### config.mk
export PLATFORM = sky130hd
export DESIGN_NAME = axi_deserializer
export DESIGN_NICKNAME = d
export VERILOG_FILES = /design/src/rtl/axi_deserializer_pkg.sv /design/src/rtl/axi_deserializer.sv
export SDC_FILE = /design/constraint.sdc
export NUM_CORES = 1
export LEC_CHECK = 0
export CAP_MARGIN = 20
export CORE_AREA = 2 2 98 100
export CTS_BUF_LIST = sky130_fd_sc_hd__clkbuf_8
export CTS_CLUSTER_DIAMETER = 40
export DETAILED_ROUTE_END_ITERATION = 10
export DIE_AREA = 0 0 100 102
export REMOVE_ABC_BUFFERS = 1
export SLEW_MARGIN = 5
export SYNTH_ARGS = -nofsm -noshare
export SYNTH_HDL_FRONTEND = slang
export SYNTH_SLANG_ARGS = --single-unit
export TNS_END_PERCENT = 20
### constraint.sdc
create_clock -name clk -period 3.1 [get_ports clk]
set_input_delay 0.62 -clock clk [delete_from_list [all_inputs] [get_ports clk]]
set_output_delay 0.62 -clock clk [all_outputs]
set_load 0.005 [all_outputs]
### src/rtl/axi_deserializer_pkg.sv
// rtl/axi_deserializer_pkg.sv - shared helpers for the serial-to-parallel packer
package axi_deserializer_pkg;

    // Accumulator position for bit number cnt of a word.
    // When rev is 0, the first bit lands in the MSB.
    // When rev is 1, the first bit lands in the LSB.
    function automatic int unsigned bit_pos(
        input int unsigned cnt,
        input logic        rev,
        input int unsigned width
    );
        return rev ? cnt : (width - 1 - cnt);
    endfunction

endpackage

### src/rtl/axi_deserializer.sv
// rtl/axi_deserializer.sv - packs a 1-bit AXI-Stream into WIDTH-bit words with tlast/tuser
module axi_deserializer
    import axi_deserializer_pkg::*;
#(
    parameter int WIDTH = 32
) (
    input  logic                       clk,
    input  logic                       rst,
    input  logic                       reverse_output,
    input  logic                       i_tdata,
    input  logic                       i_tlast,
    input  logic                       i_tvalid,
    output logic                       i_tready,
    output logic [WIDTH-1:0]           o_tdata,
    output logic [$clog2(WIDTH+1)-1:0] o_tuser,
    output logic                       o_tlast,
    output logic                       o_tvalid,
    input  logic                       o_tready
);

    localparam int CW = $clog2(WIDTH);
    localparam int UW = $clog2(WIDTH+1);

    logic [WIDTH-1:0] acc;
    logic [CW-1:0]    cnt;
    logic             rev_l;
    logic             acc_full;
    logic [UW-1:0]    held_user;
    logic             held_last;

    logic             in_fire;
    logic             out_free;
    logic             rev_eff;
    logic             word_done;
    logic [WIDTH-1:0] word_new;
    logic [UW-1:0]    user_new;
    logic             load_new;
    logic             load_held;
    logic             acc_full_next;

    // Placement of the incoming bit and the completion and handoff decisions.
    // The first bit of a word uses the live reverse_output, because that is
    // the same value being latched into rev_l.
    always_comb begin
        in_fire       = i_tvalid & i_tready;
        out_free      = ~o_tvalid | o_tready;
        rev_eff       = (cnt == '0) ? reverse_output : rev_l;
        word_new      = acc | ({{(WIDTH-1){1'b0}}, i_tdata}
                               << bit_pos(32'(cnt), rev_eff, WIDTH));
        user_new      = UW'(cnt) + UW'(1);
        word_done     = in_fire & ((cnt == CW'(WIDTH-1)) | i_tlast);
        load_new      = word_done & out_free;
        load_held     = acc_full & o_tready;
        acc_full_next = acc_full ? ~o_tready : (word_done & ~out_free);
    end

    // Accumulator, bit counter, held-word flag and registered input ready.
    always_ff @(posedge clk) begin
        if (rst) begin
            acc       <= '0;
            cnt       <= '0;
            rev_l     <= 1'b0;
            acc_full  <= 1'b0;
            held_user <= '0;
            held_last <= 1'b0;
            i_tready  <= 1'b0;
        end else begin
            // Ready drops on the same edge a word gets parked.
            // This prevents a bit from arriving while acc is occupied.
            i_tready <= ~acc_full_next;
            if (load_held) begin
                acc      <= '0;
                acc_full <= 1'b0;
            end else if (in_fire) begin
                if (cnt == '0) begin
                    rev_l <= reverse_output;
                end
                if (word_done) begin
                    cnt <= '0;
                    if (out_free) begin
                        acc <= '0;
                    end else begin
                        acc       <= word_new;
                        held_user <= user_new;
                        held_last <= i_tlast;
                        acc_full  <= 1'b1;
                    end
                end else begin
                    acc <= word_new;
                    cnt <= cnt + CW'(1);
                end
            end
        end
    end

    // One-word output register.
    // It loads a fresh word or the parked word, and empties on an accept.
    always_ff @(posedge clk) begin
        if (rst) begin
            o_tdata  <= '0;
            o_tuser  <= '0;
            o_tlast  <= 1'b0;
            o_tvalid <= 1'b0;
        end else if (load_new) begin
            o_tdata  <= word_new;
            o_tuser  <= user_new;
            o_tlast  <= i_tlast;
            o_tvalid <= 1'b1;
        end else if (load_held) begin
            o_tdata  <= acc;
            o_tuser  <= held_user;
            o_tlast  <= held_last;
            o_tvalid <= 1'b1;
        end else if (o_tready) begin
            o_tvalid <= 1'b0;
        end
    end

endmodule

==> reports/metrics.yaml, run 1 <==
design_area_um2: 4490
relSlewSlack: 0.584
nFillCells: 873
cap_violations: 0
drt-wirelength-per-cell_um: 17.6
grt_pass1_wl_um: 15200
drive_above_1_share: 0.105
syn_to_final_growth_pct: 20.5
r2r-end: "o_tdata[7]$_SDFFE_PP0P_"
outcome: "completed"
synthArstFlopShare: 0
cts_setup_buffers: 0
synth.area.top_cells: "dfxtp_1 (47%), mux2i_1 (9.9%), o22ai_1 (4.9%)"
nNetsFinal: 413
switchingPower_w: 0.000497
finalNonFillerCells: 519
synth_common_cells: "dfxtp_1 (87), mux2i_1 (37), o22ai_1 (29), nor2_1 (27)"
crit_path_start_kind: "flop"
p_int_w: 0.00155
htreeDepth: 3
post_cts_resized: 0
drtIter0Drc: 187
cp.required_ns: 3.31
worst-path-max-fanout: 28
finalSetupViolations: 0
rsz0062_at_grt: "no"
clkPwrFrac: 0.382
cts_buffers: 9
core_area_um2: 9110
fmax_ghz: 0.398
fin_skew_ns: 0.0149
cts_hold_buf: 0
antenna_cells: 0
maxSlewViolCount: 0
synth.avg_cell_area_um2: 10.2
netlist_instances: 364
ir_drop_v: 0.000223
synth.most_common_cell: "dfxtp_1"
clk_latency_ns: 0.35
drc: 0
grt_util_all_layers: 0.189
seqPwrFrac: 0.552
powerDensity_nw_per_um2: 457
min_path_type: "flop to flop"
cts.reportedPaths.clkPinSlew_ns: 0.09
ys_seq_area_frac: 0.467
cts_tree: "built"
antenna_left: 0
yosysWarnings: 0
critical_path.endpoint: "o_tdata[7]$_SDFFE_PP0P_"
root_buffer: "clkbuf_8"
worst_pin_slew_ns: 0.624
switching_share: 0.242
synth-edff-count: 0
ys.flop_type: "dfxtp_1"
gr-total-overflow: 0
io_pins: 48
ys_ff_latch: 87
comb_power_share: 0.066
fin_crit_ns: 2.51
firstDrtPassIters: 4
vias_per_cell: 5.77
hpwlAfterDp_um: 5940
num_rows: 35
grt_max_degree: 57
antenna_found_initial: 0
setup.worst_path.start: "cnt[2]$_SDFFE_PP0P_"
min_period_over_period: 0.811
crit_type: "flop to flop"
cts.sinks: 87
clk_path_buf_depth: 2
r2r_cells: 7
gp_congestion: 0.859
synth.top_cell.area_share: 0.467
crit_arrival_ns: 2.73
leakage_nw: 1.46
synth_area_leader_cell: "dfxtp_1"
start_util: 0.409
routed_wl_um: 9120
dp_cells: 503
synth_cell_type_count: 52
dieWidth_um: 100
die_h_um: 102
placed_area_um2: 4300
vias: 2994
finalHoldViolations: 0
cp-end-kind: "flop"
dieArea_um2: 10200
synth_area_um2: 3730
r2r_slack_ns: 0.59
grt_pass1_vias: 2968
rr_startpoint: "cnt[2]$_SDFFE_PP0P_"
io_buffers: 47
==> kinds of logic (layout without fill, tap and decap cells) <==
logic type      count (synthesis)  after routing  share of synthesized area
mux                            38             38                      0.102
buf+inv                        29             73                     0.0342
xor+xnor                        2              2                    0.00470
simple gates                   88             88                      0.123
flops                          87             87                      0.467
compound gates                117            117                      0.258
fa+ha+maj                       3              3                     0.0101
==> metal layers <==
| layer | up-vias | wire [um] | GRT usage |
|---|---|---|---|
| li1 | 1477 | - | - |
| met1 | 1448 | 4650 | 0.277 |
| met2 | 61 | 4020 | 0.282 |
| met3 | 8 | 336 | 0.0356 |
| met4 | 0 | 106 | 0.0632 |
| met5 | - | 0 | 0 |
==> flip-flops by register name (all words and copies together) (netlist names) <==
signal	count
acc	32
acc_full	1
cnt	5
held_last	1
held_user	6
i_tready	1
o_tdata	32
o_tlast	1
o_tuser	6
o_tvalid	1
rev_l	1
==> how the worst min path moves through the flow <==
stage | cells after the start | slack, ns | end | start
after floorplan | 1 | 0.43 | acc[0]$_SDFFE_PP0P_ | acc[0]$_SDFFE_PP0P_
after global placement | 1 | 0.44 | acc[20]$_SDFFE_PP0P_ | acc[20]$_SDFFE_PP0P_
after detailed placement | 1 | 0.45 | acc[28]$_SDFFE_PP0P_ | acc[28]$_SDFFE_PP0P_
after CTS | 1 | 0.47 | acc[23]$_SDFFE_PP0P_ | acc[23]$_SDFFE_PP0P_
after global routing | 1 | 0.48 | acc[23]$_SDFFE_PP0P_ | acc[23]$_SDFFE_PP0P_
final | 1 | 0.46 | acc[23]$_SDFFE_PP0P_ | acc[23]$_SDFFE_PP0P_
==> per-stage QoR <==
| stage | setup TNS [ns] | hold slack, ns | total power, W | worst slack [ns] | utilization |
|---|---|---|---|---|---|
| floorplan | -26.65 | 0.432 | 0.00123 | -0.841 | - |
| global placement | 0 | 0.445 | 0.00129 | 0.533 | 0.472 |
| finish | 0 | 0.465 | 0.00205 | 0.586 | 0.493 |
| CTS | 0 | 0.470 | 0.00207 | 0.596 | 0.493 |
| detailed placement | 0 | 0.450 | 0.00129 | 0.495 | 0.472 |
| global route | 0 | 0.477 | 0.00214 | 0.420 | 0.493 |
==> critical path: stages (launching register included) <==
cell	delay, ns
dfxtp_1	0.68
and3_1	0.25
ha_1	0.21
o211ai_2	0.23
o21ai_4	0.37
buf_12	0.28
mux2i_1	0.25
o22ai_2	0.10
==> cell type report <==
| type | count | area, um^2 | share of cell area |
|---|---|---|---|
| Clock buffer | 9 | 124 | 0.0276 |
| Inverter | 2 | 7.51 | 0.00167 |
| Sequential cell | 87 | 1740 | 0.388 |
| Clock inverter | 7 | 72.6 | 0.0162 |
| Tap cell | 111 | 139 | 0.0309 |
| Timing Repair Buffer | 55 | 538 | 0.120 |
| Multi-Input combinational cell | 248 | 1870 | 0.416 |
==> cells in the final DEF (no fill, tap or decap), drive strengths merged, types with 4 or more instances in the layout <==
master	Yosys	routed
a211oi	5	5
a21oi	6	6
a22o	14	14
a311oi	5	5
a32oi	10	10
and2	4	4
and3	4	4
buf	12	9
clkbuf	15	9
clkdlybuf4s50	0	46
dfxtp	87	87
inv	2	4
mux2i	37	37
nand2	18	18
nand2b	7	7
nand3	8	8
nor2	27	27
nor2b	5	5
nor3	4	4
o21ai	6	6
o22ai	33	33
o2bb2ai	18	18
o32ai	5	5
==> power groups by stage <==
stage / Combinational, W / Clock [W] / Sequential [W]
3_3_place_gp: 0.000135 / 0 / 0.00116
2_1_floorplan: 0.0000733 / 0 / 0.00116
5_1_grt: 0.000147 / 0.000856 / 0.00113
4_1_cts: 0.000136 / 0.000803 / 0.00113
6_report: 0.000135 / 0.000784 / 0.00113
3_5_place_dp: 0.000135 / 0 / 0.00116
(Power assumes the default switching activity.)
==> inputs of run 2 (changes only) <==
Clock period 3.1 ns to 2.56 ns, I/O delays scaled along.
==> reports/metrics.yaml, run 2 (synthesis gave the netlist of run 1 again) <==
gp_congestion: 0.877
die_h_um: 102
antenna_cells: 0
gr-total-overflow: 0
post_cts_resized: 0
nFillCells: 847
critPathSlowestCell: "a2111oi_4"
core_area_um2: 9110
antenna_left: 0
multiInputGateArea_um2: 1870
r2r-end: "acc[25]$_SDFFE_PP0P_"
top_regs: "acc (32), o_tdata (32)"
rr_startpoint: "cnt[0]$_SDFFE_PP0P_"
path_cells: "ha_1 > and3_1 > ha_1 > or2_4 > a2111oi_4 > nand3_1 > o2bb2ai_1"
maxSlewViolCount: 0
switchingPower_w: 0.000651
outcome: "completed"
clk_latency_ns: 0.37
finalHoldViolations: 0
crit_path_max_incr_delay_ns: 0.43
powerDensity_nw_per_um2: 556
crit_type: "flop to flop"
min_period_over_period: 0.916
antenna_found_initial: 0
crit_path_start_kind: "flop"
ir_drop_v: 0.000283
routed_wl_um: 9450
cts.sinks: 87
cts.reportedPaths.clkPinSlew_ns: 0.10
critical_path.endpoint: "acc[25]$_SDFFE_PP0P_"
drive_above_1_share: 0.133
cts_setup_buffers: 0
grt_max_degree: 57
grt_pass1_wl_um: 15600
crit_arrival_ns: 2.64
min_path_type: "flop to flop"
seqPwrFrac: 0.535
place_ws_ns: 0.0333
final_cell_mix: "dfxtp_1 (87), clkdlybuf4s50_1 (46), mux2i_1 (37), o22ai_1 (29), nor2_1 (26)"
leakage_nw: 1.53
seq_area_um2: 1740
drc: 0
num_rows: 35
grt_pass1_vias: 3049
grt_util_all_layers: 0.195
finalSetupViolations: 0
worst-path-max-fanout: 9
clkPwrFrac: 0.396
rsz0062_at_grt: "no"
cp-end-kind: "flop"
firstDrtPassIters: 4
cts_tree: "built"
nNetsFinal: 425
io_pins: 48
drt-wirelength-per-cell_um: 17.8
whs_ns: 0.475
fmax_ghz: 0.427
fin_crit_ns: 2.34
dieArea_um2: 10200
setup.worst_path.start: "cnt[0]$_SDFFE_PP0P_"
fin_skew_ns: 0.0115
layout_setup_ws_ns: 0.216
layout.cells.most_common: "dfxtp_1"
cap_violations: 0
switching_share: 0.254
root_buffer: "clkbuf_8"
htreeDepth: 3
comb_power_share: 0.069
vias_per_cell: 5.79
vias: 3077
crit_top_cell: "ha_1"
io_buffers: 47
p_int_w: 0.00191
cts_buffers: 9
cp.required_ns: 2.85
start_util: 0.409
syn_to_final_growth_pct: 23.6
dieWidth_um: 100
cts_hold_buf: 0
clk_path_buf_depth: 2
r2r_cells: 7
drtIter0Drc: 152
worst_pin_slew_ns: 0.656
relSlewSlack: 0.563
hold_depth: 1
hpwlAfterDp_um: 6360
r2r_slack_ns: 0.22
run 2: final cells by class:
type,count,share of cell area
clock buffers,9,0.0269
clock inverters,7,0.0187
inverters,2,0.00163
multi-input cells,248,0.406
flip-flops and latches,87,0.378
well taps,111,0.0301
repair buffers,67,0.139
run 2: worst min path at each step:
stage,from,to,slack (ns)
global route,acc[22]$_SDFFE_PP0P_,acc[22]$_SDFFE_PP0P_,0.49
CTS,acc[31]$_SDFFE_PP0P_,acc[31]$_SDFFE_PP0P_,0.48
floorplan,acc[0]$_SDFFE_PP0P_,acc[0]$_SDFFE_PP0P_,0.43
finish,acc[31]$_SDFFE_PP0P_,acc[31]$_SDFFE_PP0P_,0.48
detailed placement,acc[31]$_SDFFE_PP0P_,acc[31]$_SDFFE_PP0P_,0.45
global placement,acc[31]$_SDFFE_PP0P_,acc[31]$_SDFFE_PP0P_,0.44
run 2: critical path: cells and delay by family, from the launching register on:
family | cells | cell delay (ns)
AO/OA/AOI/OAI | 2 | 0.68
AND/OR/NAND/NOR | 3 | 0.83
flip-flops | 1 | 0.33
adder cells (fa/ha/maj) | 2 | 0.42
run 2: layer usage:
metal  GRT usage  vias to the layer above  share of wire
met3      0.0486                        6          0.047
met2       0.299                       74           0.45
li1            -                     1500              -
met1       0.270                     1497           0.49
met5           0                        -              0
met4      0.0653                        0         0.0083
run 2: power by group through the flow:
stage                     sequential [W]  clock, W  combinational (W)
after floorplan                  0.00140         0          0.0000887
after global placement           0.00140         0           0.000172
after detailed placement         0.00140         0           0.000175
after CTS                        0.00137   0.00104           0.000176
after global routing             0.00137   0.00109           0.000189
final                            0.00137   0.00101           0.000176
run 2: stage by stage:
stage	cells	TNS, ns	cell area (um^2)	utilization	power (W)
CTS	531	0	4610	0.506	0.00259
finish	531	0	4610	0.506	0.00256
detailed placement	515	0	4400	0.483	0.00158
floorplan	337	-61.21	3610	-	0.00149
global route	531	0	4610	0.506	0.00266
global placement	515	0	4400	0.483	0.00157
==> inputs of run 3 (changes only) <==
Settings changed: CORE_AREA 2 2 98 100 to 2 2 116 84, DIE_AREA 0 0 100 102 to 0 0 118 86.
==> reports/metrics.yaml, run 3 (synthesis gave the netlist of run 1 again) <==
outcome: "completed"
num_rows: 29
firstDrtPassIters: 4
whs_ns: 0.468
cts.reportedPaths.clkPinSlew_ns: 0.08
core_area_um2: 8960
p_int_w: 0.00211
crit_arrival_ns: 2.64
cap_violations: 0
comb_power_share: 0.065
crit_top_cell: "ha_1"
crit_path_max_incr_delay_ns: 0.43
fmax_ghz: 0.427
fin_skew_ns: 0.00595
antenna_left: 0
final_cell_mix: "dfxtp_1 (87), clkdlybuf4s50_1 (46), mux2i_1 (37), o22ai_1 (29), nor2_1 (26)"
root_buffer: "clkbuf_8"
maxSlewViolCount: 0
cp-end-kind: "flop"
r2r_slack_ns: 0.22
r2r-end: "acc[5]$_SDFFE_PP0P_"
finalSetupViolations: 0
grt_pass1_vias: 2926
grt_pass1_wl_um: 15600
rr_startpoint: "cnt[0]$_SDFFE_PP0P_"
leakage_nw: 1.55
htreeDepth: 3
cts_hold_buf: 0
rsz0062_at_grt: "no"
setup_tns_ns: 0
hold-path-endpoint: "acc[25]$_SDFFE_PP0P_"
clkPwrFrac: 0.429
drtIter0Drc: 278
io_pins: 48
nNetsFinal: 427
switchingPower_w: 0.000598
grt_util_all_layers: 0.194
vias: 3117
drc: 0
routed_wl_um: 9540
cts_buffers: 9
worst_pin_slew_ns: 0.627
start_util: 0.416
grt_max_degree: 57
dr_wl_met3_um: 613
path_cells: "ha_1 > and3_1 > ha_1 > or2_4 > a2111oi_4 > a21boi_2 > a22o_1"
relSlewSlack: 0.582
clk_path_buf_depth: 2
hpwlAfterDp_um: 6390
critPathSlowestCell: "a21boi_2"
ir_drop_v: 0.000309
worst-path-max-fanout: 7
drt-met1-wl_um: 4950
drt-wirelength-per-cell_um: 17.5
cp.required_ns: 2.86
dieArea_um2: 10100
route.met2.wl_um: 3900
min-delay-start: "acc[25]$_SDFFE_PP0P_"
seqPwrFrac: 0.507
dieWidth_um: 118
gp_congestion: 0.844
gr-total-overflow: 0
min_period_over_period: 0.914
post_cts_resized: 0
vias_per_cell: 5.71
clk_latency_ns: 0.36
antenna_found_initial: 0
die_h_um: 86
crit_type: "flop to flop"
io_buffers: 47
drive_above_1_share: 0.137
r2r_cells: 7
cts.sinks: 87
antenna_cells: 0
syn_to_final_growth_pct: 25.4
top_layer: "met4"
switching_share: 0.221
cts_setup_buffers: 0
fin_crit_ns: 2.34
finalNonFillerCells: 546
min_path_type: "flop to flop"
cts_tree: "built"
powerDensity_nw_per_um2: 579
finalHoldViolations: 0
layout.cells.most_common: "dfxtp_1"
crit_path_start_kind: "flop"
top_regs: "acc (32), o_tdata (32)"
dp_cells: 530
hold_depth: 1
nFillCells: 826
[run 3: through the flow]
| step | util | area, um^2 | total power [W] | setup slack [ns] |
|---|---|---|---|---|
| after floorplan | - | 3610 | 0.00149 | -1.38 |
| final | 0.522 | 4670 | 0.00271 | 0.220 |
| after CTS | 0.522 | 4670 | 0.00272 | 0.201 |
| after detailed placement | 0.494 | 4430 | 0.00158 | 0.0674 |
| after global routing | 0.522 | 4670 | 0.00281 | 0.0766 |
| after global placement | 0.494 | 4430 | 0.00157 | 0.190 |
[run 3: power groups by stage]
stage               registers (W)  clock network (W)   logic, W
CTS                       0.00137            0.00118   0.000174
detailed placement        0.00140                  0   0.000173
global placement          0.00140                  0   0.000171
finish                    0.00137            0.00116   0.000175
global route              0.00137            0.00124   0.000187
floorplan                 0.00140                  0  0.0000887
[run 3: routing by layer]
| layer | global-route usage | vias to the layer above |
|---|---|---|
| met3 | 0.0485 | 9 |
| met5 | 0 | - |
| met4 | 0.0515 | 0 |
| li1 | - | 1502 |
| met2 | 0.264 | 97 |
| met1 | 0.300 | 1509 |
[run 3: cell type report]
type	count	area (um^2)	share of cell area
inverters	2	7.51	0.00161
multi-input cells	248	1870	0.400
clock inverters	6	108	0.0230
repair buffers	69	656	0.140
flip-flops and latches	87	1740	0.373
well taps	124	155	0.0332
clock buffers	10	138	0.0294
[run 3: critical path, delay by kind of cell (launching register included)]
| kind | cells | cell delay (ns) |
|---|---|---|
| flip-flops | 1 | 0.33 |
| adder cells (fa/ha/maj) | 2 | 0.43 |
| AND/OR/NAND/NOR | 2 | 0.47 |
| AO/OA/AOI/OAI | 3 | 1.05 |
[run 3: how the worst max path moves through the flow]
stage / depth (start not counted) / startpoint / endpoint / slack [ns]
floorplan: 7 / cnt[0]$_SDFFE_PP0P_ / acc[12]$_SDFFE_PP0P_ / -1.38
global placement: 5 / i_tlast / acc[19]$_SDFFE_PP0P_ / 0.19
detailed placement: 5 / i_tlast / acc[5]$_SDFFE_PP0P_ / 0.07
CTS: 7 / cnt[0]$_SDFFE_PP0P_ / acc[5]$_SDFFE_PP0P_ / 0.20
global route: 7 / cnt[0]$_SDFFE_PP0P_ / acc[5]$_SDFFE_PP0P_ / 0.08
finish: 7 / cnt[0]$_SDFFE_PP0P_ / acc[5]$_SDFFE_PP0P_ / 0.22
